===== src/rtl/clock_step_ctrl.sv =====
// clock_step_ctrl: turns clk_div edges / a debounced step button into single-cycle cpu_en pulses (ports: clk, rst, clk_div, mode_sel, step_btn -> cpu_en, running, step_count; CLOCK_STEP_CTRL_BREAK_EN adds pc, brk_addr, brk_valid -> break_hit)
module clock_step_ctrl #(
  parameter int DEBOUNCE_CYCLES = 500000,
  parameter int COUNT_W = 16
) (
  input  logic               clk,
  input  logic               rst,
  input  logic               clk_div,
  input  logic [1:0]         mode_sel,
  input  logic               step_btn,
`ifdef CLOCK_STEP_CTRL_BREAK_EN
  input  logic [3:0]         pc,
  input  logic [3:0]         brk_addr,
  input  logic               brk_valid,
  output logic               break_hit,
`endif
  output logic               cpu_en,
  output logic               running,
  output logic [COUNT_W-1:0] step_count
);
  localparam int DW = DEBOUNCE_CYCLES > 1 ? $clog2(DEBOUNCE_CYCLES) : 1;
`ifdef CLOCK_STEP_CTRL_BREAK_EN
  typedef enum logic [2:0] {HALT, AUTO_SLOW, AUTO_FAST, MAN_IDLE, MAN_HELD, BREAK} state_t;
  state_t ret_q;
`else
  typedef enum logic [2:0] {HALT, AUTO_SLOW, AUTO_FAST, MAN_IDLE, MAN_HELD} state_t;
`endif
  state_t state, state_nxt, mode_st;
  logic [1:0] mode_q;
  logic clk_div_d, btn_m, btn_s, btn_db, press, en_nxt, rise, any_edge, auto_fire, db_diff, db_done;
  logic [DW-1:0] cnt;
  assign rise = clk_div & ~clk_div_d;
  assign any_edge = clk_div ^ clk_div_d;
  assign db_diff = btn_s ^ btn_db;
  assign db_done = db_diff && cnt == DW'(DEBOUNCE_CYCLES - 1);
  assign auto_fire = (state == AUTO_SLOW && rise) || (state == AUTO_FAST && any_edge);
  assign mode_st = mode_q == 2'b01 ? AUTO_SLOW : mode_q == 2'b10 ? AUTO_FAST :
                   mode_q == 2'b11 ? (btn_db ? MAN_HELD : MAN_IDLE) : HALT;
  // Transitions come from mode_q first; pulses are judged by the current state so a
  // simultaneous mode change never drops or doubles a pulse.
  always_comb begin
    state_nxt = mode_st;
    en_nxt = 1'b0;
    if (state == MAN_IDLE && mode_q == 2'b11) begin
      state_nxt = press ? MAN_HELD : MAN_IDLE;
      en_nxt = press;
    end else if (state == MAN_HELD && mode_q == 2'b11)
      state_nxt = btn_db ? MAN_HELD : MAN_IDLE;
`ifdef CLOCK_STEP_CTRL_BREAK_EN
    else if (state == BREAK && mode_q == (ret_q == AUTO_SLOW ? 2'b01 : 2'b10)) begin
      state_nxt = press ? ret_q : BREAK;
      en_nxt = press;
    end else if (auto_fire && !(brk_valid && pc == brk_addr))
      en_nxt = 1'b1;
    else if (auto_fire && !cpu_en)
      state_nxt = BREAK;
`else
    else if (auto_fire)
      en_nxt = 1'b1;
`endif
    en_nxt = en_nxt & ~cpu_en;
  end
  always_ff @(posedge clk) begin
    if (rst) begin
      mode_q <= '0;
      clk_div_d <= 1'b0;
      {btn_m, btn_s, btn_db, press} <= '0;
      cnt <= '0;
      state <= HALT;
      cpu_en <= 1'b0;
      running <= 1'b0;
      step_count <= '0;
    end else begin
      mode_q <= mode_sel;
      clk_div_d <= clk_div;
      {btn_s, btn_m} <= {btn_m, step_btn};
      cnt <= (db_diff && !db_done) ? cnt + 1'b1 : '0;
      btn_db <= db_done ? btn_s : btn_db;
      press <= db_done & btn_s;
      state <= state_nxt;
      cpu_en <= en_nxt;
      running <= state_nxt == AUTO_SLOW || state_nxt == AUTO_FAST;
      step_count <= step_count + COUNT_W'(en_nxt);
    end
  end
`ifdef CLOCK_STEP_CTRL_BREAK_EN
  always_ff @(posedge clk) begin
    if (rst) begin
      ret_q <= AUTO_SLOW;
      break_hit <= 1'b0;
    end else begin
      ret_q <= (state_nxt == BREAK && state != BREAK) ? state : ret_q;
      break_hit <= state_nxt == BREAK;
    end
  end
`endif
endmodule


===== config.mk =====
export PLATFORM = sky130hd
export DESIGN_NAME = clock_step_ctrl
export DESIGN_NICKNAME = d
export VERILOG_FILES = /design/src/rtl/clock_step_ctrl.sv
export SDC_FILE = /design/constraint.sdc
export NUM_CORES = 1
export LEC_CHECK = 0
export ABC_AREA = 1
export CAP_MARGIN = 25
export CORE_MARGIN = 4
export CORE_UTILIZATION = 34
export DETAILED_ROUTE_END_ITERATION = 10
export GPL_TIMING_DRIVEN = 0
export PLACE_DENSITY_LB_ADDON = 0.2
export SYNTH_ARGS = -nofsm -noshare
export SYNTH_HDL_FRONTEND = slang
export SYNTH_SLANG_ARGS = --single-unit
export TNS_END_PERCENT = 100

===== constraint.sdc =====
create_clock -name clk -period 2.2 [get_ports clk]
set_clock_uncertainty 0.05 [all_clocks]
set_input_delay 0.22 -clock clk [delete_from_list [all_inputs] [get_ports clk]]
set_output_delay 0.22 -clock clk [all_outputs]
set_load 0.005 [all_outputs]

==> load_flow_metrics.sql <==
INSERT INTO impl_metrics (metric_group, metric, value, unit) VALUES
('setup_path', 'timing.critical_path.cells', 'inv_2 -> ha_4 -> o21ai_2 -> nand3b_1 -> nand2_1 -> nand2_1 -> nor2_1 -> ha_2 -> ha_4 -> nand2_4 -> nor2_4 -> nand2_2 -> nor2_2 -> nand2_1 -> and3_1', ''),
('setup_path', 'worstPathRequired', '2360', 'ps'),
('pwr', 'p_per_area', '542', 'mW/mm^2'),
('place', 'dp_cells', '419', ''),
('timing', 'final-setup-viol-count', '0', ''),
('global_routing', 'grt-ovfl-total', '0', ''),
('clock_tree', 'cts-buffers-inserted', '5', ''),
('setup_path', 'flop_to_flop_setup_slack', '70', 'ps'),
('pwr', 'power.leakage', '0.992', 'nW'),
('setup_path', 'cpPeakStageDelay', '340', 'ps'),
('detailed_routing', 'route.detailed.vias_per_inst', '4.54', ''),
('clock_tree', 'cts.root.buffer_cell', 'clkbuf_8', ''),
('detailed_routing', 'wirelength', '4.53', 'mm'),
('logic_synthesis', 'warning_count_from_the_yosys_run', '0', ''),
('setup_path', 'crit_path_frequent_cell', 'nand2_1', ''),
('detailed_routing', 'routed-via-count', '1954', ''),
('setup_path', 'critical_path.startpoint_type', 'register', ''),
('clock_tree', 'cts.path.max_buffers', '2', ''),
('logic_synthesis', 'synth-edff-count', '0', ''),
('place', 'io_buf_count', '23', ''),
('setup_path', 'crit-reg2reg-capture', 'step_count[10]$_SDFF_PP0_', ''),
('global_routing', 'grt_first_pass_wirelength', '8.00', 'mm'),
('detailed_routing', 'routedWlPerCell', '10.5', 'um'),
('die', 'placement_rows', '29', ''),
('detailed_routing', 'detail-route-antenna-nets', '0', ''),
('clock_tree', 'htree_num_levels', '2', ''),
('hold_path', 'timing.hold.worst_endpoint', 'clk_div_d$_SDFF_PP0_', ''),
('timing', 'worstMarginPinSlew', '545', 'ps'),
('logic_synthesis', 'synth-async-reset-ratio', '0', '%'),
('status', 'outcome', 'finished clean', ''),
('logic_synthesis', 'synth.top_cell.area_share', '42.7', '%'),
('timing', 'post-route-period-util', '97.0', '%'),
('pwr', 'ir_drop_worst_vdd', '0.317', 'mV'),
('die', 'die-area', '0.00783', 'mm^2'),
('timing', 'slew-limit-headroom', '63.7', '%'),
('finish', 'final_layout_size_suffix_gt1_share', '11.0', '%'),
('global_routing', 'grt_antenna_before_repair', '0', ''),
('global_routing', 'via_count_of_the_first_global_routing_pass', '1862', ''),
('logic_synthesis', 'synth.top_cells.by_count', 'nand2_1, nor2_1, dfxtp_1', ''),
('timing', 'hold_viol', '0', ''),
('finish', 'final_cell_count_no_fill', '430', ''),
('detailed_routing', 'detail_route.drc_violations', '0', ''),
('setup_path', 'critPathCaptureType', 'register', ''),
('logic_synthesis', 'yosysSeqAreaShare', '42.7', '%'),
('die', 'die_height', '88.5', 'um'),
('logic_synthesis', 'average_instance_area_after_synthesis', '6.90', 'um^2'),
('logic_synthesis', 'synth_cells', '319', ''),
('detailed_routing', 'drt_first_pass_iters', '4', ''),
('logic_synthesis', 'synth_area_leader_cell', 'dfxtp_1', ''),
('die', 'floorplan.die.width', '88.5', 'um'),
('clock_tree', 'worstSkewPairLatency', '310', 'ps'),
('timing', 'clock.fmax', '468', 'MHz'),
('logic_synthesis', 'synth_cell_types', '26', ''),
('logic_synthesis', 'netlist_top_cells_area', 'dfxtp_1, nand2_1, nor2_1, inv_1, a21oi_1', ''),
('clock_tree', 'clk_pin_slew', '90', 'ps'),
('die', 'initial_utilization', '34.9', '%'),
('setup_path', 'worst_setup_path_type', 'reg2reg', ''),
('timing', 'hold_slack', '246', 'ps'),
('setup_path', 'worstPathArrival', '2300', 'ps'),
('logic_synthesis', 'post_synth_instance_area', '0.00220', 'mm^2'),
('timing', 'setup_tns', '0', 'ps'),
('place', 'dpl_worst_slack', '-539', 'ps'),
('logic_synthesis', 'synth_nets', '329', ''),
('setup_path', 'critical_path.slowest_cell', 'dfxtp_2', ''),
('setup_path', 'maximum_fanout_count_along_the_critical_path', '4', ''),
('place', 'hpwl', '3.30', 'mm'),
('logic_synthesis', 'most_used_standard_cell_by_instance_count_after_synthesis', 'nand2_1', ''),
('hold_path', 'timing.hold.worst.class', 'in2reg', ''),
('clock_tree', 'cts.sink_count', '47', ''),
('timing', 'min_period', '2130', 'ps'),
('hold_path', 'hold_path.startpoint', 'clk_div', '');
-- cells in the final DEF, fill, tap and decap left out, types with 3 or more instances in the layout --
cell type and n:
a21oi_1 18, clkbuf_8 6, clkdlybuf4s50_1 22, dfxtp_1 46
inv_1 43, nand2_1 74, nand2_4 3, nand3_1 13
nand3_2 4, nand3b_1 3, nand4_1 4, nor2_1 57
nor2_4 4, nor3_1 8, o21a_1 4, o21ai_0 5
xnor2_1 3, xor2_1 6
-- stage by stage --
stage / area, um^2 / total power [W]
3_3_place_gp: 2530 / 0.000941
2_1_floorplan: 2200 / 0.000915
6_report: 2750 / 0.00149
3_5_place_dp: 2530 / 0.000942
5_1_grt: 2750 / 0.00155
4_1_cts: 2690 / 0.00151
-- state kept, by name, indices dropped and copies added (netlist names) --
name,count
btn_m,1
press,1
btn_db,1
state,3
cpu_en,1
mode_q,2
btn_s,1
step_count,16
clk_div_d,1
running,1
cnt,19
-- critical path: cells and delay by family (launching register included) --
family,cells,cell delay (ps)
compound gates,1,120
fa+ha+maj,3,560
buf+inv,1,40
flops,1,340
simple gates,10,920
-- cells by family (layout without fill, tap and decap cells) --
logic type / after synthesis / in the layout / share of synthesized area (%)
AO/OA/AOI/OAI: 31 / 31 / 7.50
adder cells (fa/ha/maj): 4 / 4 / 2.27
AND/OR/NAND/NOR: 181 / 181 / 35.6
flip-flops: 47 / 47 / 42.7
buffers and inverters: 47 / 81 / 8.35
XOR/XNOR: 9 / 9 / 3.58
-- per-layer routing --
layer	vias up	share of wire, %	GRT usage [%]
met5	-	0	0
met2	27	46	23.0
li1	1060	-	-
met3	8	4.6	2.89
met1	859	48	15.2
met4	0	1.2	4.95
-- repair_timing --
action	in CTS	in global routing
setup endpoints to repair	7	10
pin swaps	6	12
gates resized for setup	15	12
setup buffers	2	1
-- layout make-up --
cell class              count  area (um^2)
multi-input cells         225         1170
clock buffers               6         82.6
fillers                   673         3570
well taps                  77         96.3
inverters                  44          165
clock inverters             2         16.3
flip-flops and latches     47          942
repair buffers             26          255
plain buffers               3         18.8
-- power by group --
group / internal (W) / total [W] / switching, W
clock network: 0.000257 / 0.000563 / 0.000306
logic: 0.0000277 / 0.0000598 / 0.0000321
registers: 0.000860 / 0.000867 / 0.00000634
total: 0.00114 / 0.00149 / 0.000345
-- worst max-delay path by stage --
stage / from / to / slack, ps / cells past startpoint
2_1_floorplan: clk_div_d$_SDFF_PP0_ / step_count[12]$_SDFF_PP0_ / 50 / 14
3_3_place_gp: clk_div / step_count[10]$_SDFF_PP0_ / -560 / 15
3_5_place_dp: clk_div / step_count[12]$_SDFF_PP0_ / -540 / 14
4_1_cts: clk_div_d$_SDFF_PP0_ / step_count[10]$_SDFF_PP0_ / -30 / 15
5_1_grt: clk_div_d$_SDFF_PP0_ / step_count[14]$_SDFF_PP0_ / -120 / 15
6_report: clk_div_d$_SDFF_PP0_ / step_count[10]$_SDFF_PP0_ / 70 / 15
(Power assumes the default switching activity.)
